--- config.mk ---
export PLATFORM = sky130hd
export DESIGN_NAME = blinkspeed_decoder_flat
export DESIGN_NICKNAME = d
export VERILOG_FILES = /design/src/rtl/blinkspeed_decoder_if.sv /design/src/rtl/blinkspeed_decoder.sv /design/src/flat_wrapper.sv
export SDC_FILE = /design/constraint.sdc
export NUM_CORES = 1
export LEC_CHECK = 0
export BUFFER_PORTS_ARGS = -buffer_cell sky130_fd_sc_hd__buf_2
export CORE_MARGIN = 2
export CORE_UTILIZATION = 40
export CTS_CLUSTER_SIZE = 40
export DETAILED_ROUTE_END_ITERATION = 16
export SETUP_SLACK_MARGIN = 0.02
export SLEW_MARGIN = 20
export SYNTH_ARGS = -nofsm -noshare
export SYNTH_HDL_FRONTEND = slang
export SYNTH_SLANG_ARGS = --single-unit
--- constraint.sdc ---
create_clock -name CLK -period 5.7 [get_ports CLK]
set_input_delay 0.57 -clock CLK [delete_from_list [all_inputs] [get_ports CLK]]
set_output_delay 0.57 -clock CLK [all_outputs]
set_load 0.02 [all_outputs]
--- src/rtl/blinkspeed_decoder_if.sv ---
// Bus between an RGB blink-speed sequencer (master) and its decoder/checker (slave).
// The LED pattern flows to the decoder, and the recovered speed and status flow back.
interface blinkspeed_decoder_if;
    logic [2:0] LED_IN;
    logic [1:0] SPEED;
    logic       VALID;
    logic       SEQERR;
    logic       STALL;

    modport master (
        output LED_IN,
        input  SPEED,
        input  VALID,
        input  SEQERR,
        input  STALL
    );

    modport slave (
        input  LED_IN,
        output SPEED,
        output VALID,
        output SEQERR,
        output STALL
    );
endinterface

--- src/rtl/blinkspeed_decoder.sv ---
// Recovers the 2-bit speed code from an observed 5-step RGB blink cycle.
// It also checks step order and flags a pattern that stops changing.
module blinkspeed_decoder #(
    parameter int BASE_LOG2 = 24,
    parameter int TOL_SHIFT = 3,
    parameter int LOCK_CNT  = 2
) (
    input  logic                 CLK,
    input  logic                 RST,
    blinkspeed_decoder_if.slave  bus
);

    localparam int W = BASE_LOG2 + 4;
    localparam logic [W-1:0] DWELL_ONE  = {{(W-1){1'b0}}, 1'b1};
    localparam logic [W-1:0] DWELL_MAX  = {W{1'b1}};
    localparam logic [W-1:0] TIMEOUT    = (DWELL_ONE << (BASE_LOG2 + 3)) |
                                          (DWELL_ONE << (BASE_LOG2 + 2));
    localparam logic [2:0]   MATCH_LOCK = 3'(LOCK_CNT);

    typedef enum logic [1:0] {
        HUNT    = 2'd0,
        MEASURE = 2'd1,
        LOCKED  = 2'd2
    } state_t;

    state_t       state_q, state_d;
    logic [2:0]   s1_q, s1_d;
    logic [2:0]   s2_q, s2_d;
    logic [2:0]   prev_q, prev_d;
    logic [W-1:0] dwell_q, dwell_d;
    logic [1:0]   cand_q, cand_d;
    logic [2:0]   match_q, match_d;
    logic [1:0]   speed_q, speed_d;
    logic         valid_q, valid_d;
    logic         seqerr_q, seqerr_d;
    logic         stall_q, stall_d;

    logic         change;
    logic         legal;
    logic [2:0]   cls;
    logic         cls_hit;
    logic [1:0]   cls_code;

    function automatic logic is_legal(input logic [2:0] from_pat, input logic [2:0] to_pat);
        logic ok;
        ok = 1'b0;
        case ({from_pat, to_pat})
            6'b100_010,
            6'b010_001,
            6'b001_111,
            6'b111_000,
            6'b000_100: ok = 1'b1;
            default:    ok = 1'b0;
        endcase
        return ok;
    endfunction

    // Windows are disjoint while TOL_SHIFT >= 2, so at most one code can hit.
    function automatic logic [2:0] classify(input logic [W-1:0] d);
        logic [2:0]   r;
        logic [W-1:0] nom;
        logic [W-1:0] tol;
        r = 3'b000;
        for (int k = 0; k < 4; k++) begin
            nom = DWELL_ONE << (BASE_LOG2 + 3 - k);
            tol = nom >> TOL_SHIFT;
            if ((d >= nom - tol) && (d <= nom + tol)) begin
                r = {1'b1, k[1:0]};
            end
        end
        return r;
    endfunction

    assign change   = (s2_q != prev_q);
    assign legal    = is_legal(prev_q, s2_q);
    assign cls      = classify(dwell_q);
    assign cls_hit  = cls[2];
    assign cls_code = cls[1:0];

    always_comb begin
        s1_d     = bus.LED_IN;
        s2_d     = s1_q;
        prev_d   = s2_q;
        state_d  = state_q;
        cand_d   = cand_q;
        match_d  = match_q;
        speed_d  = speed_q;
        valid_d  = valid_q;
        seqerr_d = 1'b0;
        stall_d  = stall_q;

        if (change) begin
            dwell_d = DWELL_ONE;
        end else if (dwell_q != DWELL_MAX) begin
            dwell_d = dwell_q + DWELL_ONE;
        end else begin
            dwell_d = dwell_q;
        end

        // At a change, dwell_q still holds the full dwell of the outgoing pattern.
        if (change) begin
            case (state_q)
                HUNT: begin
                    stall_d = 1'b0;
                    match_d = 3'd0;
                    state_d = MEASURE;
                end
                MEASURE: begin
                    if (!legal) begin
                        seqerr_d = 1'b1;
                        match_d  = 3'd0;
                    end else if (!cls_hit) begin
                        match_d = 3'd0;
                    end else begin
                        if ((cls_code == cand_q) && (match_q != 3'd0)) begin
                            match_d = match_q + 3'd1;
                        end else begin
                            cand_d  = cls_code;
                            match_d = 3'd1;
                        end
                        if (match_d == MATCH_LOCK) begin
                            state_d = LOCKED;
                            speed_d = cand_d;
                            valid_d = 1'b1;
                        end
                    end
                end
                LOCKED: begin
                    if (!legal) begin
                        seqerr_d = 1'b1;
                        valid_d  = 1'b0;
                        match_d  = 3'd0;
                        state_d  = MEASURE;
                    end else if (!cls_hit) begin
                        valid_d = 1'b0;
                        match_d = 3'd0;
                        state_d = MEASURE;
                    end else if (cls_code != cand_q) begin
                        valid_d = 1'b0;
                        cand_d  = cls_code;
                        match_d = 3'd1;
                        state_d = MEASURE;
                    end
                end
                default: begin
                    match_d = 3'd0;
                    valid_d = 1'b0;
                    state_d = HUNT;
                end
            endcase
        end else if (dwell_q == TIMEOUT) begin
            stall_d = 1'b1;
            valid_d = 1'b0;
            match_d = 3'd0;
            state_d = HUNT;
        end
    end

    always_ff @(posedge CLK or negedge RST) begin
        if (!RST) begin
            s1_q     <= 3'b000;
            s2_q     <= 3'b000;
            prev_q   <= 3'b000;
            dwell_q  <= '0;
            state_q  <= HUNT;
            cand_q   <= 2'd0;
            match_q  <= 3'd0;
            speed_q  <= 2'd0;
            valid_q  <= 1'b0;
            seqerr_q <= 1'b0;
            stall_q  <= 1'b0;
        end else begin
            s1_q     <= s1_d;
            s2_q     <= s2_d;
            prev_q   <= prev_d;
            dwell_q  <= dwell_d;
            state_q  <= state_d;
            cand_q   <= cand_d;
            match_q  <= match_d;
            speed_q  <= speed_d;
            valid_q  <= valid_d;
            seqerr_q <= seqerr_d;
            stall_q  <= stall_d;
        end
    end

    assign bus.SPEED  = speed_q;
    assign bus.VALID  = valid_q;
    assign bus.SEQERR = seqerr_q;
    assign bus.STALL  = stall_q;

endmodule

--- src/flat_wrapper.sv ---
// flat-port wrapper written by rule: the top's interface ports become plain ports
module blinkspeed_decoder_flat 
#(
    parameter int BASE_LOG2 = 24,
    parameter int TOL_SHIFT = 3,
    parameter int LOCK_CNT  = 2
)
  (CLK, RST, bus_LED_IN, bus_SPEED, bus_VALID, bus_SEQERR, bus_STALL);
  blinkspeed_decoder_if bus_i ();
  input  logic CLK;
  input  logic RST;
  input wire logic [$bits(bus_i.LED_IN)-1:0] bus_LED_IN;
  output wire logic [$bits(bus_i.SPEED)-1:0] bus_SPEED;
  output wire logic [$bits(bus_i.VALID)-1:0] bus_VALID;
  output wire logic [$bits(bus_i.SEQERR)-1:0] bus_SEQERR;
  output wire logic [$bits(bus_i.STALL)-1:0] bus_STALL;
  assign bus_i.LED_IN = bus_LED_IN;
  assign bus_SPEED = bus_i.SPEED;
  assign bus_VALID = bus_i.VALID;
  assign bus_SEQERR = bus_i.SEQERR;
  assign bus_STALL = bus_i.STALL;
  blinkspeed_decoder #(.BASE_LOG2(BASE_LOG2), .TOL_SHIFT(TOL_SHIFT), .LOCK_CNT(LOCK_CNT)) u_core (.CLK(CLK), .RST(RST), .bus(bus_i));
endmodule
==> impl_table.tex <==
\begin{tabular}{lr}
\hline
Metric & Value \\
\hline
\multicolumn{2}{l}{\textbf{Outcome}} \\
\quad Status & completed \\
\multicolumn{2}{l}{\textbf{Synth}} \\
\quad Number of synthesized register bits & 49 \\
\quad Count of flip-flops with a built-in enable after synthesis & 0 \\
\quad Number of instances in the synthesized netlist & roughly 310 \\
\quad Most used standard cell by instance count after synthesis & dfrtp\_1 \\
\quad Leading cell types by total area after synthesis & dfrtp\_1 42\%, xnor2\_1 4.8\%, nor2\_1 4.5\% \\
\quad Yosys cell types & approximately 60 \\
\quad Synthesized Nets & 325 \\
\quad Top flip-flop cell by instance count after synthesis & dfrtp\_1 \\
\quad Mean cell area of the mapped netlist & a little over 9 um2 \\
\quad Netlist area before placement & between 0.002 and 0.003 mm2 \\
\quad Register area share after synthesis & between 40\% and 50\% \\
\quad Share of Yosys cell area claimed by the top area cell type & 42.1\% \\
\quad Cell type with the highest aggregate area in the netlist & dfrtp\_1 \\
\quad Synth async-reset ratio & 100\% \\
\quad Yosys warns & 0 \\
\quad Synth top cells by count & 49 x dfrtp\_1, 35 x nor2\_1, 29 x nand2\_1 \\
\multicolumn{2}{l}{\textbf{Setup path}} \\
\quad Max FO, Critical Path & 39 \\
\quad Launch instance of the worst register-to-register path & u\_core.prev\_d[0]\$\_DFF\_PN0\_ \\
\quad First element of the critical path & u\_core.prev\_d[0]\$\_DFF\_PN0\_ \\
\quad Worst reg-to-reg path cell count & 9 \\
\quad Endpoint class of the critical path & flop \\
\quad Crit Reg-Reg Endpoint & u\_core.match\_q[2]\$\_DFFE\_PN0P\_ \\
\quad Category of the most critical setup path & reg -> reg \\
\quad Flop-to-flop setup slack & between 2000 and 3000 ps \\
\quad Critical Path RT & slightly below 6000 ps \\
\quad Crit path launch type & flop \\
\quad Critical Path AT & 3180 ps \\
\multicolumn{2}{l}{\textbf{Placed design}} \\
\quad Detailed-placement wirelength estimate & approximately 4200 um \\
\quad GP Congestion & roughly 0.8 \\
\quad Cell count after placement & just over 400 \\
\quad Port buffer count & 9 \\
\multicolumn{2}{l}{\textbf{Clock tree}} \\
\quad Clock-pin slew on the worst setup and hold paths & 100 ps \\
\quad Clock tree from TritonCTS & done \\
\quad Post-CTS setup repair buffer count & 0 \\
\quad Number of gates resized after cts & 0 \\
\quad Clock Root Buffer & clkbuf\_8 \\
\quad H-tree depth & 2 \\
\quad Bufs on Longest Clock Path & 2 \\
\quad Clock sink total & about 50 \\
\quad Count of hold buffers inserted by post-cts repair & 0 \\
\quad Number of clock buffers inserted by TritonCTS & 5 \\
\quad Worst-skew pair later-pin latency & 320 ps \\
\multicolumn{2}{l}{\textbf{Floorplanning}} \\
\quad DIE HEIGHT & 89.4 um \\
\quad Cell Rows & 31 \\
\quad Initial cell density of the core & 40.8\% \\
\quad Total I/O pin count & 10 \\
\quad Horizontal die dimension & between 80 and 90 um \\
\quad Core area & a little over 0.007 mm2 \\
\quad Total die area & between 0.007 and 0.008 mm2 \\
\multicolumn{2}{l}{\textbf{GRT}} \\
\quad Global-route wire length before repair & about 11000 um \\
\quad Largest net degree at the start of global routing & 40 \\
\quad Number of global-route vias before repair & around 2200 \\
\quad Antenna violations before repair & 0 \\
\quad Global Route Usage Sum & 17.0\% \\
\quad Global-route congestion overflow total & 0 \\
\multicolumn{2}{l}{\textbf{Route}} \\
\quad Drt first-iter violations & 143 \\
\quad Detail-routed via count per cell & roughly 5.6 \\
\quad Detailed-route DRC error count & 0 \\
\quad First-pass detailed-route iteration total & 4 \\
\quad Wire length after detailed routing & about 6000 um \\
\quad Routed wire per std cell & about 14 um \\
\quad ANT nets after route & 0 \\
\quad Count of vias placed by the detailed router & around 2300 \\
\multicolumn{2}{l}{\textbf{Pwr}} \\
\quad Power density normalized to cell area & 216 mW/mm2 \\
\quad Net switching share of the total power & just under 30\% \\
\quad Switching pwr & between 150 and 200 uW \\
\quad Total power consumption of the routed design & 679 uW \\
\quad Peak supply drop & around 100 uV \\
\quad Part of the total power dissipated in sequential elements & 53.7\% \\
\quad Internal Dissipation & $\sim$480 uW \\
\quad Combinational fraction of design power & 13.1\% \\
\quad Clk pwr share & 33.2\% \\
\quad Leakage power & around 1.3 nW \\
\multicolumn{2}{l}{\textbf{Timing}} \\
\quad Hold violation count in the final report & 0 \\
\quad Worst hold slack across all endpoints & 194 ps \\
\quad Min Tclk post-route & 2940 ps \\
\quad Final slew viol count & 0 \\
\quad \# setup viols final & 0 \\
\quad Unrepaired setup endpoints after global routing & false \\
\quad Share of the clock period used by the worst path after layout & roughly half \\
\quad Worst slew slack as a fraction of its limit & 61.7\% \\
\quad Slew of the pin with the lowest slew margin & about 570 ps \\
\quad Sum of negative setup slack & 0 ps \\
\quad Final setup skew & about 7.4 ps \\
\quad Maximum clock frequency & between 0.3 and 0.4 GHz \\
\multicolumn{2}{l}{\textbf{Finish}} \\
\quad Diode insertion count for antenna repair & 0 \\
\quad Fraction of final layout cells sized beyond drive strength 1 & a little under an eighth \\
\quad Final net count & 331 \\
\quad Relative area change from synthesis to final layout & 8.11\% \\
\quad Fill cell count & roughly 730 \\
\quad Final standard cell count with taps included and fillers excluded & 418 \\
\quad Utilization after layout & 44.2\% \\
\multicolumn{2}{l}{\textbf{Min path}} \\
\quad Worst hold-check path type & in -> async \\
\multicolumn{2}{l}{\textbf{Flow run}} \\
\quad Max cap viols & 0 \\
\hline
\end{tabular}
[registers in the layout, indices dropped and copies added (netlist names)]
| signal | flops |
|---|---|
| u_core.bus.VALID | 1 |
| u_core.bus.SEQERR | 1 |
| u_core.prev_d | 3 |
| u_core.bus.SPEED | 2 |
| u_core.match_q | 3 |
| u_core.state_q | 2 |
| u_core.s1_q | 3 |
| u_core.dwell_q | 28 |
| u_core.bus.STALL | 1 |
| u_core.prev_q | 3 |
| u_core.cand_q | 2 |
[routing by layer]
metal  GRT usage [%]  up-vias  routed length (um)  share of wire [%]
li1                -     1127                   -                  -
met5               0        -                   0                  0
met2            27.7       39                2900                 49
met1            22.3     1148                2780                 47
met3            3.79        8                 201                3.4
met4            6.11        0                  87                1.5
[cells in the final DEF (no fill, tap or decap), types with 3 or more instances in the layout]
cell type  Yosys  layout
xor2_1         8       8
o21ai_0        8       8
o31ai_1        3       3
mux2i_1        3       3
dfrtp_1       49      49
clkbuf_8       0       5
or3_1          5       5
nand2_1       29      29
nand4_1       10      10
and4_1         3       3
nor2_1        35      35
nand2b_1       4       4
nand3_1       13      13
nor4_2         3       3
buf_2          4       9
xnor2_1       16      16
a21o_1         3       3
nor4_1         5       5
a21oi_1       11      11
nor3_1        12      12
and2_1         5       5
mux2_2         4       4
inv_1         18      18
ha_1           8       8
and3_1         5       5
[worst max path at each step]
stage	end	slack [ps]	cells after the start
floorplan	u_core.match_q[2]$_DFFE_PN0P_	3210	9
global placement	u_core.match_q[2]$_DFFE_PN0P_	2760	9
detailed placement	u_core.match_q[2]$_DFFE_PN0P_	2790	9
CTS	u_core.match_q[2]$_DFFE_PN0P_	2750	9
global route	u_core.match_q[2]$_DFFE_PN0P_	2580	9
finish	u_core.match_q[2]$_DFFE_PN0P_	2760	9
[power groups by stage]
stage / Combinational, mW / Clock, mW / Sequential (mW)
after floorplan: 0.0582 / 0 / 0.374
after global placement: 0.0879 / 0 / 0.372
after detailed placement: 0.0899 / 0 / 0.372
after CTS: 0.0911 / 0.236 / 0.365
after global routing: 0.102 / 0.248 / 0.368
final: 0.0889 / 0.225 / 0.365
[critical path, cell delays in order (launching register included)]
cell,delay [ps]
dfrtp_1,450
xnor2_1,180
nand4_1,100
buf_4,270
or4_1,530
nor4_1,370
nor2_1,80
a21o_1,280
or4b_1,520
o21ai_0,80
[kinds of logic after synthesis]
| family | share of synthesized area (%) |
|---|---|
| simple gates | 28.4 |
| buf+inv | 4.29 |
| xor+xnor | 7.21 |
| mux | 2.58 |
| compound gates | 12.1 |
| flops | 42.1 |
| fa+ha+maj | 3.43 |
[metrics by stage]
step | instance area (um2) | setup WS, ps
final | 3150 | 2760
after global routing | 3150 | 2580
after CTS | 3150 | 2750
after detailed placement | 3050 | 2790
after global placement | 3030 | 2760
after floorplan | 2920 | 3210
[area by class of cell]
class | count | area (um2) | area share (%)
Clock buffer | 5 | 68.8 | 2.18
Clock inverter | 3 | 28.8 | 0.913
Inverter | 18 | 67.6 | 2.14
Multi-Input combinational cell | 233 | 1560 | 49.6
Sequential cell | 49 | 1230 | 38.9
Tap cell | 99 | 124 | 3.93
Timing Repair Buffer | 11 | 72.6 | 2.30
(Power assumes the default switching activity.)
